$ cat src/rtl/apb_master_pkg.sv
// Shared types and default widths for the APB3 requester.
package apb_master_pkg;

    localparam int unsigned ADDR_W_DEF = 32;
    localparam int unsigned DATA_W_DEF = 32;
    localparam int unsigned WAIT_CNT_W = 16;

    typedef enum logic [1:0] {
        IDLE   = 2'd0,
        SETUP  = 2'd1,
        ACCESS = 2'd2,
        RESP   = 2'd3
    } apb_mst_state_e;

endpackage

$ cat src/rtl/apb_master_if.sv
// Command, response and APB signal bundle between the requester and its environment.
interface apb_master_if
    import apb_master_pkg::*;
#(
    parameter int unsigned ADDR_W = ADDR_W_DEF,
    parameter int unsigned DATA_W = DATA_W_DEF
);

    logic              cmd_valid;
    logic              cmd_ready;
    logic [ADDR_W-1:0] cmd_addr;
    logic              cmd_write;
    logic [DATA_W-1:0] cmd_wdata;

    logic              rsp_valid;
    logic              rsp_ready;
    logic [DATA_W-1:0] rsp_rdata;
    logic              rsp_err;
    logic              rsp_timeout;

    logic [ADDR_W-1:0] paddr;
    logic              psel;
    logic              penable;
    logic              pwrite;
    logic [DATA_W-1:0] pwdata;
    logic [DATA_W-1:0] prdata;
    logic              pready;
    logic              pslverr;

    modport master (
        input  cmd_valid, cmd_addr, cmd_write, cmd_wdata, rsp_ready, prdata, pready, pslverr,
        output cmd_ready, rsp_valid, rsp_rdata, rsp_err, rsp_timeout,
        output paddr, psel, penable, pwrite, pwdata
    );

    modport slave (
        output cmd_valid, cmd_addr, cmd_write, cmd_wdata, rsp_ready, prdata, pready, pslverr,
        input  cmd_ready, rsp_valid, rsp_rdata, rsp_err, rsp_timeout,
        input  paddr, psel, penable, pwrite, pwdata
    );

endinterface

$ cat src/rtl/apb_master_wdog.sv
// Saturating ACCESS wait counter with a programmable expiry compare.
module apb_master_wdog
    import apb_master_pkg::*;
(
    input  logic                  clk,
    input  logic                  resetn,
    input  logic                  clear_i,
    input  logic                  inc_i,
    input  logic [WAIT_CNT_W-1:0] limit_i,
    output logic                  expired_o
);

    logic [WAIT_CNT_W-1:0] cnt_q, cnt_d;

    always_comb begin
        cnt_d = cnt_q;
        if (clear_i) begin
            cnt_d = '0;
        end else if (inc_i && (cnt_q != '1)) begin
            cnt_d = cnt_q + WAIT_CNT_W'(1);
        end
    end

    always_ff @(posedge clk or negedge resetn) begin
        if (!resetn) begin
            cnt_q <= '0;
        end else begin
            cnt_q <= cnt_d;
        end
    end

    // cnt_q counts the low-pready cycles already seen, so the current cycle is cnt_q+1.
    assign expired_o = (limit_i != '0) && (cnt_q >= (limit_i - WAIT_CNT_W'(1)));

endmodule

$ cat src/rtl/apb_master.sv
// APB3 requester: one outstanding transfer from a valid/ready command stream,
// with registered response channel and optional pready watchdog.
module apb_master
    import apb_master_pkg::*;
#(
    parameter int unsigned ADDR_W         = ADDR_W_DEF,
    parameter int unsigned DATA_W         = DATA_W_DEF,
    parameter int unsigned TIMEOUT_CYCLES = 0
) (
    input logic          clk,
    input logic          resetn,
    apb_master_if.master bus
);

    localparam logic [WAIT_CNT_W-1:0] TimeoutLimit = WAIT_CNT_W'(TIMEOUT_CYCLES);

    apb_mst_state_e    state_q, state_d;
    logic [ADDR_W-1:0] paddr_q, paddr_d;
    logic              pwrite_q, pwrite_d;
    logic [DATA_W-1:0] pwdata_q, pwdata_d;
    logic              psel_q, psel_d;
    logic              penable_q, penable_d;
    logic              rsp_valid_q, rsp_valid_d;
    logic [DATA_W-1:0] rsp_rdata_q, rsp_rdata_d;
    logic              rsp_err_q, rsp_err_d;
    logic              rsp_timeout_q, rsp_timeout_d;

    logic wd_clear, wd_inc, wd_expired;

    apb_master_wdog u_wdog (
        .clk      (clk),
        .resetn   (resetn),
        .clear_i  (wd_clear),
        .inc_i    (wd_inc),
        .limit_i  (TimeoutLimit),
        .expired_o(wd_expired)
    );

    always_comb begin
        state_d       = state_q;
        paddr_d       = paddr_q;
        pwrite_d      = pwrite_q;
        pwdata_d      = pwdata_q;
        psel_d        = psel_q;
        penable_d     = penable_q;
        rsp_valid_d   = rsp_valid_q;
        rsp_rdata_d   = rsp_rdata_q;
        rsp_err_d     = rsp_err_q;
        rsp_timeout_d = rsp_timeout_q;
        wd_clear      = 1'b0;
        wd_inc        = 1'b0;

        case (state_q)
            IDLE: begin
                if (bus.cmd_valid) begin
                    paddr_d  = bus.cmd_addr;
                    pwrite_d = bus.cmd_write;
                    pwdata_d = bus.cmd_write ? bus.cmd_wdata : '0;
                    psel_d   = 1'b1;
                    wd_clear = 1'b1;
                    state_d  = SETUP;
                end
            end
            SETUP: begin
                penable_d = 1'b1;
                state_d   = ACCESS;
            end
            ACCESS: begin
                // A late pready in the final watchdog cycle still completes normally.
                if (bus.pready || wd_expired) begin
                    rsp_valid_d   = 1'b1;
                    rsp_rdata_d   = (bus.pready && !pwrite_q) ? bus.prdata : '0;
                    rsp_err_d     = bus.pready ? bus.pslverr : 1'b1;
                    rsp_timeout_d = !bus.pready;
                    psel_d        = 1'b0;
                    penable_d     = 1'b0;
                    paddr_d       = '0;
                    pwrite_d      = 1'b0;
                    pwdata_d      = '0;
                    state_d       = RESP;
                end else begin
                    wd_inc = 1'b1;
                end
            end
            RESP: begin
                if (bus.rsp_ready) begin
                    rsp_valid_d = 1'b0;
                    state_d     = IDLE;
                end
            end
            default: state_d = IDLE;
        endcase
    end

    always_ff @(posedge clk or negedge resetn) begin
        if (!resetn) begin
            state_q       <= IDLE;
            paddr_q       <= '0;
            pwrite_q      <= 1'b0;
            pwdata_q      <= '0;
            psel_q        <= 1'b0;
            penable_q     <= 1'b0;
            rsp_valid_q   <= 1'b0;
            rsp_rdata_q   <= '0;
            rsp_err_q     <= 1'b0;
            rsp_timeout_q <= 1'b0;
        end else begin
            state_q       <= state_d;
            paddr_q       <= paddr_d;
            pwrite_q      <= pwrite_d;
            pwdata_q      <= pwdata_d;
            psel_q        <= psel_d;
            penable_q     <= penable_d;
            rsp_valid_q   <= rsp_valid_d;
            rsp_rdata_q   <= rsp_rdata_d;
            rsp_err_q     <= rsp_err_d;
            rsp_timeout_q <= rsp_timeout_d;
        end
    end

    assign bus.cmd_ready   = (state_q == IDLE);
    assign bus.paddr       = paddr_q;
    assign bus.pwrite      = pwrite_q;
    assign bus.pwdata      = pwdata_q;
    assign bus.psel        = psel_q;
    assign bus.penable     = penable_q;
    assign bus.rsp_valid   = rsp_valid_q;
    assign bus.rsp_rdata   = rsp_rdata_q;
    assign bus.rsp_err     = rsp_err_q;
    assign bus.rsp_timeout = rsp_timeout_q;

endmodule

$ cat src/flat_wrapper.sv
// flat-port wrapper written by rule: the top's interface ports become plain ports
module apb_master_flat import apb_master_pkg::*;
#(
    parameter int unsigned ADDR_W         = ADDR_W_DEF,
    parameter int unsigned DATA_W         = DATA_W_DEF,
    parameter int unsigned TIMEOUT_CYCLES = 0
)
  (clk, resetn, bus_cmd_valid, bus_cmd_addr, bus_cmd_write, bus_cmd_wdata, bus_rsp_ready, bus_prdata, bus_pready, bus_pslverr, bus_cmd_ready, bus_rsp_valid, bus_rsp_rdata, bus_rsp_err, bus_rsp_timeout, bus_paddr, bus_psel, bus_penable, bus_pwrite, bus_pwdata);
  apb_master_if #(.ADDR_W(ADDR_W), .DATA_W(DATA_W)) bus_i ();
  input logic clk;
  input logic resetn;
  input wire logic [$bits(bus_i.cmd_valid)-1:0] bus_cmd_valid;
  input wire logic [$bits(bus_i.cmd_addr)-1:0] bus_cmd_addr;
  input wire logic [$bits(bus_i.cmd_write)-1:0] bus_cmd_write;
  input wire logic [$bits(bus_i.cmd_wdata)-1:0] bus_cmd_wdata;
  input wire logic [$bits(bus_i.rsp_ready)-1:0] bus_rsp_ready;
  input wire logic [$bits(bus_i.prdata)-1:0] bus_prdata;
  input wire logic [$bits(bus_i.pready)-1:0] bus_pready;
  input wire logic [$bits(bus_i.pslverr)-1:0] bus_pslverr;
  output wire logic [$bits(bus_i.cmd_ready)-1:0] bus_cmd_ready;
  output wire logic [$bits(bus_i.rsp_valid)-1:0] bus_rsp_valid;
  output wire logic [$bits(bus_i.rsp_rdata)-1:0] bus_rsp_rdata;
  output wire logic [$bits(bus_i.rsp_err)-1:0] bus_rsp_err;
  output wire logic [$bits(bus_i.rsp_timeout)-1:0] bus_rsp_timeout;
  output wire logic [$bits(bus_i.paddr)-1:0] bus_paddr;
  output wire logic [$bits(bus_i.psel)-1:0] bus_psel;
  output wire logic [$bits(bus_i.penable)-1:0] bus_penable;
  output wire logic [$bits(bus_i.pwrite)-1:0] bus_pwrite;
  output wire logic [$bits(bus_i.pwdata)-1:0] bus_pwdata;
  assign bus_i.cmd_valid = bus_cmd_valid;
  assign bus_i.cmd_addr = bus_cmd_addr;
  assign bus_i.cmd_write = bus_cmd_write;
  assign bus_i.cmd_wdata = bus_cmd_wdata;
  assign bus_i.rsp_ready = bus_rsp_ready;
  assign bus_i.prdata = bus_prdata;
  assign bus_i.pready = bus_pready;
  assign bus_i.pslverr = bus_pslverr;
  assign bus_cmd_ready = bus_i.cmd_ready;
  assign bus_rsp_valid = bus_i.rsp_valid;
  assign bus_rsp_rdata = bus_i.rsp_rdata;
  assign bus_rsp_err = bus_i.rsp_err;
  assign bus_rsp_timeout = bus_i.rsp_timeout;
  assign bus_paddr = bus_i.paddr;
  assign bus_psel = bus_i.psel;
  assign bus_penable = bus_i.penable;
  assign bus_pwrite = bus_i.pwrite;
  assign bus_pwdata = bus_i.pwdata;
  apb_master #(.ADDR_W(ADDR_W), .DATA_W(DATA_W), .TIMEOUT_CYCLES(TIMEOUT_CYCLES)) u_core (.clk(clk), .resetn(resetn), .bus(bus_i));
endmodule
$ cat config.mk
export PLATFORM = sky130hd
export DESIGN_NAME = apb_master_flat
export DESIGN_NICKNAME = d
export VERILOG_FILES = /design/src/rtl/apb_master_pkg.sv /design/src/rtl/apb_master_if.sv /design/src/rtl/apb_master_wdog.sv /design/src/rtl/apb_master.sv /design/src/flat_wrapper.sv
export SDC_FILE = /design/constraint.sdc
export NUM_CORES = 1
export LEC_CHECK = 0
export CAP_MARGIN = 30
export CORE_AREA = 2 2 128 130
export DETAILED_ROUTE_END_ITERATION = 12
export DIE_AREA = 0 0 130 132
export SYNTH_ARGS = -nofsm -noshare
export SYNTH_HDL_FRONTEND = slang
export SYNTH_SLANG_ARGS = --single-unit
$ cat constraint.sdc
create_clock -name clk -period 2.5 [get_ports clk]
set_clock_uncertainty 0.15 [all_clocks]
set_input_delay 0.25 -clock clk [delete_from_list [all_inputs] [get_ports clk]]
set_output_delay 0.25 -clock clk [all_outputs]
set_load 0.05 [all_outputs]
==> impl_results.md, run 1 <==
* Overall Power at 0.01105 W
* Count of mapped cells out of synthesis at between 400 and 500
* Commonest non-fill, non-tap cell in the layout: clkdlybuf4s50_1
* P per Cell Area at 1524 mW/mm^2
* Non-Filler Instances at approximately 870
* Worst reg2reg setup slack at 0.42 ns
* Crit Path Class: flop to flop
* Cells after DPL at roughly 860
* Number of global-route vias before repair at 3805
* Area after DPL at 0.006920 sq mm
* Design area at 0.007252 sq mm
* Crit. path cell count at 6
* ANT cells at 0
* First-pass GRT wire length at 20330 microns
* CTS max path bufs at 2
* TritonCTS buffer count at 9
* Global route overflow at 0
* RSZ-0062 raised after global routing: no
* Final TNS setup at 0 ns
* Most frequent cells in the layout: clkdlybuf4s50_1 (203), dfrtp_1 (104), inv_1 (68), o21ai_0 (68), nand2_1 (64)
* Post-DR wirelength/cell at 14.62 microns
* Mapped Area at 0.004648 sq mm
* Outcome: finished, final reports clean
* Core ar. at 0.01571 sq mm
* Initial core utilization at 29.58%
* Fmax achieved at 480.4 MHz
* HP Class: primary input to async pin
* Worst IR Drop VDD at 0.0008717 V
* Setup bufs post-CTS at 0
* Register-to-Register Path Depth at 6
* Setup violators final at 0
* Port bufs at ~200
* RR Endpoint: u_core.bus.pwdata[1]
* CP Buf/Inv Count at 2
* Syn Area/Cell at 10.22 sq um
* Die Y-Extent at 132 microns
* Worst-Skew Late Latency at 0.34 ns
* # clock sinks at 104
* GPL Wtd Cong at ~0.7
* Critical path launch point type: flop
* Layout cells sized above 1 at 5.802%
* Critical path's largest stage delay at 0.38 ns
* CTS clk-pin slew, worst paths at 0.07 ns
* Final worst-path cycle share at 83.26%
* Worst rel slew slack at 63.57%
* Final wirelength at 12730 microns
* CTS tree: built
* Distinct cell type count after synthesis at 25
* Number of synthesized register bits at ~100
* Syn Nets at approximately 560
* Critical Path AT at 2.20 ns
* Area Overhead vs Synth at 56.02%
* Initial DRT Pass Iterations at 4
* Main synth FF type: dfrtp_1
* # DRC at 0
* Max-cap viol count at 0
* Final worst path period need at 2.082 ns
* Ys Warns at 0
* Hold-fix buffers, CTS at 1
* Max FO, Critical Path at 53
* CTS resizes at 0
* R2R Path Start: u_core.state_q[0]
* Slew Limit Fails at 0
* I/O pins at 206
* Drt initial violations at 121
* Critical path cell sequence: inv_1 -> ha_1 -> nor2b_2 -> nor3_4 -> buf_12 -> mux2i_1
* Antenna Violating Nets Remaining at 0
* Worst-margin pin slew at 0.5447 ns
* Fillers at about 1500
* Lkg Pwr at 3.104 nW
* Vias at 3783
* Post-synth ARST share at 100.0%
* Die area at ~0.017 sq mm
* Post-synthesis sequential area ratio at 55.99%
* Total track usage at 15.06%
* CP delay by family, top: simple AND/OR/NAND/NOR gates
* Final Hold Viols at 0
* Vias per Instance at 4.343
* CP max stage cell: dfrtp_1
* H-tree levels at 3
* Min Hold Slack at 0.2160 ns
* Largest net degree at the start of global routing at between 50 and 60
* DP HPWL at 9201 microns
* Req. time, crit path at 2.62 ns
* Crit path capture type: flop
* CTS root buffer: clkbuf_16
* Row count at 46
* Die X-Extent at 130 microns
* Fin nets at 759
* Initial antenna violation count at 1
* EDFF count, synth at 0
## worst register-to-register path: cells and delay by family (launching register included)
kind	cells	cell delay, ns
adders and majority gates	1	0.25
buffers and inverters	2	0.40
DFF	1	0.38
muxes	1	0.31
and+or+nand+nor	2	0.52
## cell type report
cell class / count / area [sq um] / share of cell area (%)
Tap cell: 216 / 270.3 / 3.727
Sequential cell: 104 / 2603 / 35.89
Inverter: 68 / 255.2 / 3.520
Clock buffer: 12 / 256.5 / 3.537
Multi-Input combinational cell: 250 / 1593 / 21.96
Timing Repair Buffer: 218 / 2210 / 30.47
Clock inverter: 3 / 65.06 / 0.8972
## per-layer routing
layer | vias up | track usage [%] | wire length, microns
met5 | - | 0 | 12
met4 | 2 | 5.018 | 173
met3 | 14 | 4.180 | 884
met2 | 134 | 24.61 | 6157
met1 | 1789 | 19.16 | 5505
li1 | 1844 | - | -
## cell usage after synthesis, types with 2 or more instances
| master | count | area share [%] |
|---|---|---|
| nand4b_1 | 32 | 6.0 |
| buf_2 | 6 | 0.65 |
| inv_1 | 68 | 5.5 |
| o21ai_0 | 68 | 7.3 |
| buf_12 | 3 | 1.3 |
| clkbuf_1 | 19 | 1.5 |
| nand2b_1 | 32 | 4.3 |
| nor2_1 | 2 | 0.16 |
| buf_4 | 2 | 0.32 |
| dfrtp_1 | 104 | 56 |
| mux2i_1 | 33 | 7.1 |
| nand2_1 | 65 | 5.2 |
| a21oi_1 | 2 | 0.22 |
| mux2_2 | 3 | 0.73 |
| ha_1 | 5 | 1.3 |
| buf_6 | 2 | 0.48 |
## cell families after synthesis
logic type / Yosys count / synth area share [%]
DFF: 104 / 55.99
AOI/OAI and AO/OA: 72 / 7.995
and+or+nand+nor: 137 / 16.99
buffers and inverters: 101 / 9.852
adders and majority gates: 5 / 1.346
muxes: 36 / 7.833
## registers in the layout (all words and copies together), names as in the netlist
| signal | cells |
|---|---|
| u_core.bus.paddr | 32 |
| u_core.bus.penable | 1 |
| u_core.bus.psel | 1 |
| u_core.bus.pwdata | 32 |
| u_core.bus.pwrite | 1 |
| u_core.bus.rsp_err | 1 |
| u_core.bus.rsp_rdata | 32 |
| u_core.bus.rsp_timeout | 1 |
| u_core.bus.rsp_valid | 1 |
| u_core.state_q | 2 |
## worst max-delay path by stage
stage / startpoint / endpoint / slack, ns
floorplan: u_core.state_q[0] / u_core.bus.pwrite / 0.36
global placement: bus_pready / u_core.bus.pwdata[3] / 0.54
detailed placement: u_core.state_q[0] / u_core.bus.pwdata[30] / 0.40
CTS: u_core.state_q[0] / u_core.bus.pwdata[1] / 0.40
global route: u_core.state_q[0] / u_core.bus.pwdata[16] / 0.28
finish: u_core.state_q[0] / u_core.bus.pwdata[1] / 0.42
## through the flow
stage | worst slack (ns) | util (%)
2_1_floorplan | 0.3607 | -
3_3_place_gp | 0.5370 | 44.04
3_5_place_dp | 0.3967 | 44.04
4_1_cts | 0.3983 | 46.15
5_1_grt | 0.2811 | 46.15
6_report | 0.4185 | 46.15
## where the power goes
part / internal [W] / leakage, nW / total (W) / switching [W]
logic: 0.00233 / 1.59 / 0.00662 / 0.00430
clock network: 0.000927 / 0.159 / 0.00154 / 0.000614
registers: 0.00245 / 1.36 / 0.00289 / 0.000441
total: 0.00570 / 3.10 / 0.0111 / 0.00535
Power figures use the tool's default switching activity.
==> inputs of run 2 (changes only) <==
clock period = 1.87 ns   (was 2.5 ns; I/O delays follow)
==> impl_results.md, run 2 (synthesis gave the netlist of run 1 again) <==
* HP Class: primary input to async pin (unchanged)
* Commonest non-fill, non-tap cell in the layout: clkdlybuf4s50_1 (unchanged)
* Fmax achieved at roughly 550 MHz
* Most frequent cells in the layout: clkdlybuf4s50_1 (105), dfrtp_1 (103), inv_1 (66) (was clkdlybuf4s50_1 (203), dfrtp_1 (104), inv_1 (68), o21ai_0 (68), nand2_1 (64))
* CP max stage cell: clkdlybuf4s50_1 (was dfrtp_1)
* Antenna Violating Nets Remaining at 0 (unchanged)
* Req. time, crit path at 1.53 ns (was 2.62 ns)
* Net Sw Power at 0.007244 W (was 0.005352 W)
* Initial core utilization at 29.58% (unchanged)
* Core ar. at 0.01571 sq mm (unchanged)
* Outcome: finished, final reports clean (unchanged)
* Row count at 46 (unchanged)
* CP Buf/Inv Count at 1 (was 2)
* Setup violators final at 0 (unchanged)
* P per Cell Area at 1999 mW/mm^2 (was 1524 mW/mm^2)
* # clock sinks at 104 (unchanged)
* CTS clk-pin slew, worst paths at 0.07 ns (about the same)
* Final wirelength at 12930 microns (was 12730 microns)
* CTS max path bufs at 2 (unchanged)
* Initial DRT Pass Iterations at 4 (unchanged)
* Vias per Instance at 4.334 (was 4.343)
* Flop pwr share at 26.2% (was 26.1%)
* Crit path capture type: output port (was flop)
* Final worst slack at 0.04683 ns (was 0.4185 ns)
* Final worst path period need at 1.823 ns
* CTS root buffer: clkbuf_16 (unchanged)
* First-pass GRT wire length at 20640 microns (was 20330 microns)
* Critical path's largest stage delay at 0.81 ns (was 0.38 ns)
* Drt initial violations at 214 (was 121)
* DP HPWL at 9323 microns (was 9201 microns)
* Critical Path AT at 1.49 ns (was 2.20 ns)
* # DRC at 0 (unchanged)
* ANT cells at 0 (unchanged)
* Critical path launch point type: flop (unchanged)
* Port bufs at 205 (unchanged)
* Layout cells sized above 1 at 11.34% (was 5.802%)
* Number of global-route vias before repair at 3994 (was 3805)
* H-tree levels at 3 (unchanged)
* Largest net degree at the start of global routing at 54 (was 55)
* Worst IR Drop VDD at 0.001148 V (was 0.0008717 V)
* I/O pins at 206 (unchanged)
* Worst-margin pin slew at 0.5365 ns (was 0.5447 ns)
* CTS tree: built (unchanged)
* Post-DR wirelength/cell at 14.59 microns (was 14.62 microns)
* Overall Power at 0.01496 W (was 0.01105 W)
* Min Hold Slack at 0.1881 ns (was 0.2160 ns)
* Worst rel slew slack at 64.18% (was 63.57%)
* Pre-CTS setup slack at -0.03608 ns (was 0.3967 ns)
* Die X-Extent at 130 microns (unchanged)
* Worst-Skew Late Latency at 0.34 ns (about the same)
* Sw frac at 48.44% (was 48.42%)
* Max-cap viol count at 0 (unchanged)
* Clk pwr share at 13.7% (was 13.9%)
* Slew Limit Fails at 0 (unchanged)
* Area Overhead vs Synth at 60.94% (was 56.02%)
* TritonCTS buffer count at 9 (unchanged)
* Final Hold Viols at 0 (unchanged)
* Die Y-Extent at 132 microns (unchanged)
* Lkg Pwr at 4.037 nW (was 3.104 nW)
* Fin nets at 774 (was 759)
* CP delay by family, top: buffers and inverters (was simple AND/OR/NAND/NOR gates)
* GPL Wtd Cong at 0.7915 (was 0.7179)
* Initial antenna violation count at 0 (was 1)
* Max FO, Critical Path at 2 (was 53)
* Internal Power at 0.007712 W (was 0.005703 W)
* Crit Path Class: flop to output port (was flop to flop)
* Final worst-path cycle share at 97.50%
* Total track usage at 15.18% (was 15.06%)
* Combinational share of power at 60.0% (was 59.9%)
* Die area at 0.01716 sq mm (unchanged)
* Vias at 3840 (was 3783)
* Global route overflow at 0 (unchanged)
* Critical path cell sequence: clkdlybuf4s50_1 (was inv_1 -> ha_1 -> nor2b_2 -> nor3_4 -> buf_12 -> mux2i_1)
==> run 2: changes by cell type in the layout (fill, tap and decap cells not counted), sizes merged <==
cell / change
dlymetal6s2s: +47
buf: +33
clkdlybuf4s50: -98
dlygate4sd2: +33
==> run 2: per-layer routing <==
metal  wire length (microns)  GRT usage (%)  vias up
met4                     188          5.197        0
met2                    6326          24.64      121
met5                       0              0        -
met3                     700          3.003       13
met1                    5713          20.17     1827
li1                        -              -     1879
==> run 2: area by class of cell <==
cell class | instances | area (sq um)
Clock buffer | 12 | 256.5
Inverter | 68 | 257.7
Fill cell | 1465 | 8232
Multi-Input combinational cell | 250 | 1617
Timing Repair Buffer | 233 | 2411
Sequential cell | 104 | 2604
Tap cell | 216 | 270.3
Clock inverter | 3 | 65.06
==> run 2: through the flow <==
step	TNS (ns)	utilization, %	instances	cell area, sq um
finish	0	47.61	886	7481
global route	-0.03113	47.61	886	7481
CTS	0	46.69	885	7336
detailed placement	-0.2092	44.67	867	7019
global placement	0	44.67	867	7019
floorplan	0	-	455	4664
==> run 2: final timing paths <==
check,from,to,slack [ns],cells after the start
setup / recovery,u_core.bus.rsp_err,bus_rsp_err,0.05,1
hold / removal,resetn,u_core.bus.paddr[30],0.19,2
setup reg to reg,u_core.state_q[0],u_core.bus.pwdata[25],0.07,8
hold reg to reg,u_core.bus.rsp_rdata[14],u_core.bus.rsp_rdata[14],0.33,2
max in group asynchronous,resetn,u_core.bus.pwrite,0.73,3
min in group clk,bus_cmd_wdata[31],u_core.bus.pwdata[31],0.24,3
==> run 2: timing repair <==
item | in CTS | in global routing
resized for setup | 37 | 57
hold buffers | 1 | 0
buffers inserted | 2 | 1
setup endpoints to repair | 60 | 98
endpoints found under the hold margin | 31 | 0
==> run 2: power groups by stage <==
| stage | combinational, W | clock, W | sequential (W) |
|---|---|---|---|
| 4_1_cts | 0.00905 | 0.00213 | 0.00396 |
| 5_1_grt | 0.00951 | 0.00222 | 0.00408 |
| 3_5_place_dp | 0.00920 | 0 | 0.00398 |
| 2_1_floorplan | 0.00269 | 0 | 0.00729 |
| 6_report | 0.00898 | 0.00206 | 0.00392 |
| 3_3_place_gp | 0.00907 | 0 | 0.00397 |
